**config.mk**
```make
export PLATFORM = sky130hd
export DESIGN_NAME = puf_ro_ctrl
export DESIGN_NICKNAME = d
export VERILOG_FILES = /design/src/rtl/puf_ro_ctrl.sv
export SDC_FILE = /design/constraint.sdc
export NUM_CORES = 1
export LEC_CHECK = 0
export ABC_AREA = 1
export CORE_MARGIN = 10
export CORE_UTILIZATION = 25
export CTS_CLUSTER_DIAMETER = 40
export DETAILED_ROUTE_END_ITERATION = 10
export DONT_BUFFER_PORTS = 1
export HOLD_SLACK_MARGIN = 0.08
export PLACE_DENSITY_LB_ADDON = 0.08
export SLEW_MARGIN = 20
export SYNTH_ARGS = -nofsm -noshare
export SYNTH_HDL_FRONTEND = slang
export SYNTH_SLANG_ARGS = --single-unit
```
**constraint.sdc**
```tcl
create_clock -name i_clk -period 4.2 [get_ports i_clk]
set_input_delay 0.42 -clock i_clk [delete_from_list [all_inputs] [get_ports i_clk]]
set_output_delay 0.42 -clock i_clk [all_outputs]
set_load 0.01 [all_outputs]
```
**src/rtl/puf_ro_ctrl.sv**
```systemverilog
// Ring-oscillator PUF controller: compares edge counts of RO pairs 2k/2k+1 into one response bit each.
// Optional build macro PUF_RO_CTRL_MARGIN_EN adds the o_unstable low-margin flags.
`timescale 1ns/1ps
module puf_ro_ctrl #(
    parameter int N_RO       = 16,
    parameter int CNT_W      = 16,
    parameter int SETTLE_CYC = 8,
    parameter int WIN_CYC    = 64,
    parameter int MARGIN     = 2,
    localparam int RESP_W    = N_RO / 2,
    localparam int SEL_W     = ($clog2(N_RO) < 1) ? 1 : $clog2(N_RO)
) (
    input  logic              i_clk,
    input  logic              i_rst,
    input  logic              i_start,
    input  logic              i_ro_a,
    input  logic              i_ro_b,
    output logic              o_ro_en,
    output logic [SEL_W-1:0]  o_sel_a,
    output logic [SEL_W-1:0]  o_sel_b,
    output logic              o_busy,
    output logic              o_done,
    output logic [RESP_W-1:0] o_resp
`ifdef PUF_RO_CTRL_MARGIN_EN
    ,
    output logic [RESP_W-1:0] o_unstable
`endif
);

    localparam int KW   = (RESP_W > 1) ? $clog2(RESP_W) : 1;
    localparam int TMAX = (SETTLE_CYC > WIN_CYC) ? SETTLE_CYC : WIN_CYC;
    localparam int TW   = $clog2(TMAX + 1);

    if (N_RO < 2 || (N_RO % 2) != 0 || SETTLE_CYC < 1 || WIN_CYC < 1 || MARGIN < 0) begin : g_bad_param
        $error("puf_ro_ctrl: illegal parameter set");
    end

    typedef enum logic [2:0] {
        S_IDLE    = 3'd0,
        S_SETTLE  = 3'd1,
        S_COUNT   = 3'd2,
        S_COMPARE = 3'd3,
        S_DONE    = 3'd4
    } state_t;

    state_t            r_state;
    state_t            w_state_nxt;
    logic [TW-1:0]     r_tmr;
    logic [KW-1:0]     r_k;
    logic [CNT_W-1:0]  r_cnt_a;
    logic [CNT_W-1:0]  r_cnt_b;
    logic [RESP_W-1:0] r_resp;
    logic              r_a_s1, r_a_s2, r_a_e;
    logic              r_b_s1, r_b_s2, r_b_e;

    logic w_rise_a, w_rise_b;
    logic w_settle_last, w_count_last, w_k_last;
    logic w_accept, w_enter_settle;

    assign w_rise_a       = r_a_s2 & ~r_a_e;
    assign w_rise_b       = r_b_s2 & ~r_b_e;
    assign w_settle_last  = (r_tmr == TW'(SETTLE_CYC - 1));
    assign w_count_last   = (r_tmr == TW'(WIN_CYC - 1));
    assign w_k_last       = (r_k == KW'(RESP_W - 1));
    assign w_accept       = (r_state == S_IDLE) && i_start;
    assign w_enter_settle = (w_state_nxt == S_SETTLE) && (r_state != S_SETTLE);

    // State register
    always_ff @(posedge i_clk) begin
        if (i_rst) r_state <= S_IDLE;
        else       r_state <= w_state_nxt;
    end

    // Next-state logic
    always_comb begin
        w_state_nxt = r_state;
        case (r_state)
            S_IDLE:    if (i_start)       w_state_nxt = S_SETTLE;
            S_SETTLE:  if (w_settle_last) w_state_nxt = S_COUNT;
            S_COUNT:   if (w_count_last)  w_state_nxt = S_COMPARE;
            S_COMPARE: w_state_nxt = w_k_last ? S_DONE : S_SETTLE;
            S_DONE:    w_state_nxt = S_IDLE;
            default:   w_state_nxt = S_IDLE;
        endcase
    end

    // Output decode: RO enable follows the state so reset kills it on the same edge
    always_comb begin
        o_ro_en = (r_state == S_SETTLE) || (r_state == S_COUNT);
        o_busy  = (r_state != S_IDLE);
        o_done  = (r_state == S_DONE);
    end

    assign o_sel_a = SEL_W'({r_k, 1'b0});
    assign o_sel_b = SEL_W'({r_k, 1'b1});
    assign o_resp  = r_resp;

    always_ff @(posedge i_clk) begin
        if (i_rst) begin
            r_a_s1 <= 1'b0; r_a_s2 <= 1'b0; r_a_e <= 1'b0;
            r_b_s1 <= 1'b0; r_b_s2 <= 1'b0; r_b_e <= 1'b0;
        end else begin
            r_a_s1 <= i_ro_a; r_a_s2 <= r_a_s1; r_a_e <= r_a_s2;
            r_b_s1 <= i_ro_b; r_b_s2 <= r_b_s1; r_b_e <= r_b_s2;
        end
    end

    // Phase timer restarts on every state change
    always_ff @(posedge i_clk) begin
        if (i_rst)                          r_tmr <= '0;
        else if (w_state_nxt != r_state)    r_tmr <= '0;
        else if (o_ro_en)                   r_tmr <= r_tmr + TW'(1);
    end

    always_ff @(posedge i_clk) begin
        if (i_rst)                                 r_k <= '0;
        else if (w_accept)                         r_k <= '0;
        else if (r_state == S_COMPARE && !w_k_last) r_k <= r_k + KW'(1);
    end

    // Saturating edge counters, live only inside the count window
    always_ff @(posedge i_clk) begin
        if (i_rst || w_enter_settle) begin
            r_cnt_a <= '0;
            r_cnt_b <= '0;
        end else if (r_state == S_COUNT) begin
            if (w_rise_a && (r_cnt_a != '1)) r_cnt_a <= r_cnt_a + CNT_W'(1);
            if (w_rise_b && (r_cnt_b != '1)) r_cnt_b <= r_cnt_b + CNT_W'(1);
        end
    end

    always_ff @(posedge i_clk) begin
        if (i_rst || w_accept)          r_resp <= '0;
        else if (r_state == S_COMPARE)  r_resp[r_k] <= (r_cnt_a > r_cnt_b);
    end

`ifdef PUF_RO_CTRL_MARGIN_EN
    logic [RESP_W-1:0] r_unstable;
    logic [CNT_W-1:0]  w_diff;

    assign w_diff     = (r_cnt_a > r_cnt_b) ? (r_cnt_a - r_cnt_b) : (r_cnt_b - r_cnt_a);
    assign o_unstable = r_unstable;

    always_ff @(posedge i_clk) begin
        if (i_rst || w_accept)         r_unstable <= '0;
        else if (r_state == S_COMPARE) r_unstable[r_k] <= ({1'b0, w_diff} < (CNT_W + 1)'(MARGIN));
    end
`endif

endmodule

```
==> out/qor.csv <==
stage,metric,value,unit
critical_path,crit_family,simple AND/OR/NAND/NOR gates,
die,core_area,0.01383,mm2
min_path,min_path_type,in2reg,
grt,antenna_found_initial,0,
cts,clock_latency,0.33,ns
power,power_frac_clock,54.6,%
critical_path,cp_cell_sequence,ha_1 > nand2_1 > inv_1 > nand2_1 > nor2_2 > nand3_1 > nand2_2 > inv_2 > nand2_1 > a21oi_1,
cells_and_area,fin_nets,537,
logic_synthesis,synth_seq_cells,59,
detailed_routing,drt_pass1_iterations,5,
outcome,status,"complete, no violations",
placed_design,dp_cells,679,
power,power.total,0.001321,W
job,cap_violations,0,
critical_path,slowest_stage,dfxtp_1,
logic_synthesis,synth_area,0.003517,mm2
grt,grt_max_degree,33,
placed_design,gp_congestion,0.7738,
critical_path,crit_path_max_fanout,16,
detailed_routing,wirelength,8.494,mm
logic_synthesis,synth_edf_count,0,
power,combPwrFrac,2.5,%
cts,clockRootBuffer,clkbuf_16,
power,seqPwrFrac,43.0,%
die,die_width,138.6,um
timing,skew,0.006965,ns
timing,hold_viol,0,
detailed_routing,wl_per_cell,12.26,um
logic_synthesis,syn_avg_cell_area,6.869,um2
die,start_util,25.44,%
cells_and_area,area_growth,12.13,%
die,die_height,138.6,um
critical_path,slowest_delay,0.42,ns
power,p_switching,0.0002823,W
cts,post_cts_buffers,0,
cts,cts.sinks,59,
critical_path,path_buf_inv,2,
die,rows,43,
logic_synthesis,synthDistinctLibCells,33,
logic_synthesis,yosys_warnings,0,
power,leakage,1.528,nW
placed_design,io_buffers,0,
logic_synthesis,synth_top_area_share,33.58,%
die,dieArea,0.01921,mm2
logic_synthesis,syn_nets,539,
cts,path_clk_slew,0.05,ns
critical_path,critical_path_arrival,2.19,ns
detailed_routing,via_per_inst,4.278,
timing,fin_crit_sh,47.22,%
power,p_int,0.001038,W
cells_and_area,stdcell_count,693,
logic_synthesis,synth_top_area_cell,dfxtp_1,
grt,grt_pass1_vias,2947,
logic_synthesis,synth.most_common_cell,nand2_1,
placed_design,postPlaceCellArea,0.003661,mm2
timing,rsz0062_at_grt,no,
cells_and_area,n_antenna_cell,0,
timing,fin_crit,1.983,ns
critical_path,cp-end-kind,flip-flop,
critical_path,critPathLaunchType,flip-flop,
timing,drv_slew,0,
timing,final.setup.tns,0,ns
die,pin_count,24,
grt,grt-ovfl-total,0,
logic_synthesis,synth.top_cells.by_area,"dfxtp_1 (34%), nand2_1 (14%), ha_1 (7.8%), a21oi_1 (6.4%), inv_1 (6.3%)",
detailed_routing,route.detailed.drc,0,
cells_and_area,finalInstanceArea,0.003944,mm2
logic_synthesis,synth_flop_cell,dfxtp_1,
timing,holdWs,0.1487,ns
grt,grt_util_all_layers,9.353,%
power,powerDensity,334.9,mW/mm2
grt,grt_first_pass_wirelength,14.80,mm
timing,final-setup-viol-count,0,
cells_and_area,nFillCells,1530,
critical_path,worst-setup-path-type,reg2reg,
critical_path,crit_required,4.40,ns
logic_synthesis,yosysSeqAreaShare,33.58,%
logic_synthesis,synth_commonest_cells,"nand2_1 (128), dfxtp_1 (59), inv_1 (59), nor2_1 (53), a21oi_1 (45)",
detailed_routing,ant_nets,0,
cts,post_cts_resized,0,
logic_synthesis,syn-instance-count,512,
cts,hold_buffers,0,
power,switching_share,21.38,%
cts,cts_buffers,9,
critical_path,worst_path_most_repeated_cell,nand2_1,
logic_synthesis,synthArstFlopShare,0,%
power,peakVddDrop,178.8,uV
cts,cts_buffer_depth,2,
detailed_routing,first_iter_violations,147,
timing,max_clock_freq,504.2,MHz
cts,tritoncts,built,
detailed_routing,vias,2965,
cts,htreeDepth,3,
cells_and_area,drive_gt1_share,7.602,%
placed_design,place_hpwl,6.203,mm
## final cells by class
class	count	area [um2]	area share, %
clock buffers	11	242.7	6.155
clock inverters	3	40.04	1.015
inverters	67	251.5	6.377
multi-input cells	371	1988	50.41
flip-flops and latches	59	1181	29.95
well taps	180	225.2	5.711
repair buffers	2	15.01	0.3807
## cells by family (layout without fill, tap and decap cells)
logic type      Yosys count  after routing  share of synthesized area, %
flops                    59             59                         33.58
fa+ha+maj                22             22                         7.826
simple gates            257            257                         32.44
compound gates           65             65                         9.819
xor+xnor                 25             25                         6.226
buf+inv                  82             83                         9.890
other cells               2              2                        0.2135
## routing by layer
| layer | track usage [%] | share of wire [%] |
|---|---|---|
| met1 | 11.35 | 49 |
| met3 | 4.589 | 6.5 |
| met2 | 14.28 | 43 |
| met4 | 2.691 | 1.2 |
| met5 | 0 | 0 |
## state kept, by name, indices dropped and copies added, names as in the netlist, 3 cells and up
signal	flops
o_resp	8
r_cnt_a	16
r_cnt_b	16
r_k	3
r_state	3
r_tmr	7
## metrics by stage
stage / setup slack (ns) / utilization (%)
floorplan: 2.501 / -
global placement: 2.259 / 26.48
detailed placement: 2.214 / 26.48
CTS: 2.203 / 28.52
global route: 1.980 / 28.52
finish: 2.217 / 28.52
## power groups by stage
stage	Sequential (W)	Combinational, W	Clock (W)
6_report	0.000567	0.0000324	0.000721
3_3_place_gp	0.000579	0.0000336	0
2_1_floorplan	0.000578	0.0000278	0
4_1_cts	0.000567	0.0000333	0.000749
3_5_place_dp	0.000579	0.0000333	0
5_1_grt	0.000567	0.0000373	0.000780
## cells in the final DEF, fill, tap and decap left out, drive strengths merged
master,n
ha,22
clkbuf,11
clkinv,3
conb,2
nand2,133
nor2,56
nand4,12
buf,2
or2,1
and2,1
nand3,40
xor2,17
nor3,13
dfxtp,59
bufinv,1
inv,66
xnor2,8
o21ai,14
o21a,1
nand3b,1
a21o,1
a21oi,49
## path summary, 6_finish.rpt
| check | startpoint | endpoint | slack (ns) | cells after the start |
|---|---|---|---|---|
| setup / recovery | r_cnt_b[0] | r_cnt_b[9] | 2.22 | 10 |
| hold / removal | i_rst | r_a_s1 | 0.15 | 1 |
| setup reg to reg | r_cnt_b[0] | r_cnt_b[9] | 2.22 | 10 |
| hold reg to reg | r_b_s1 | r_b_s2 | 0.41 | 2 |
No activity file was read; power rests on OpenSTA's default activity.
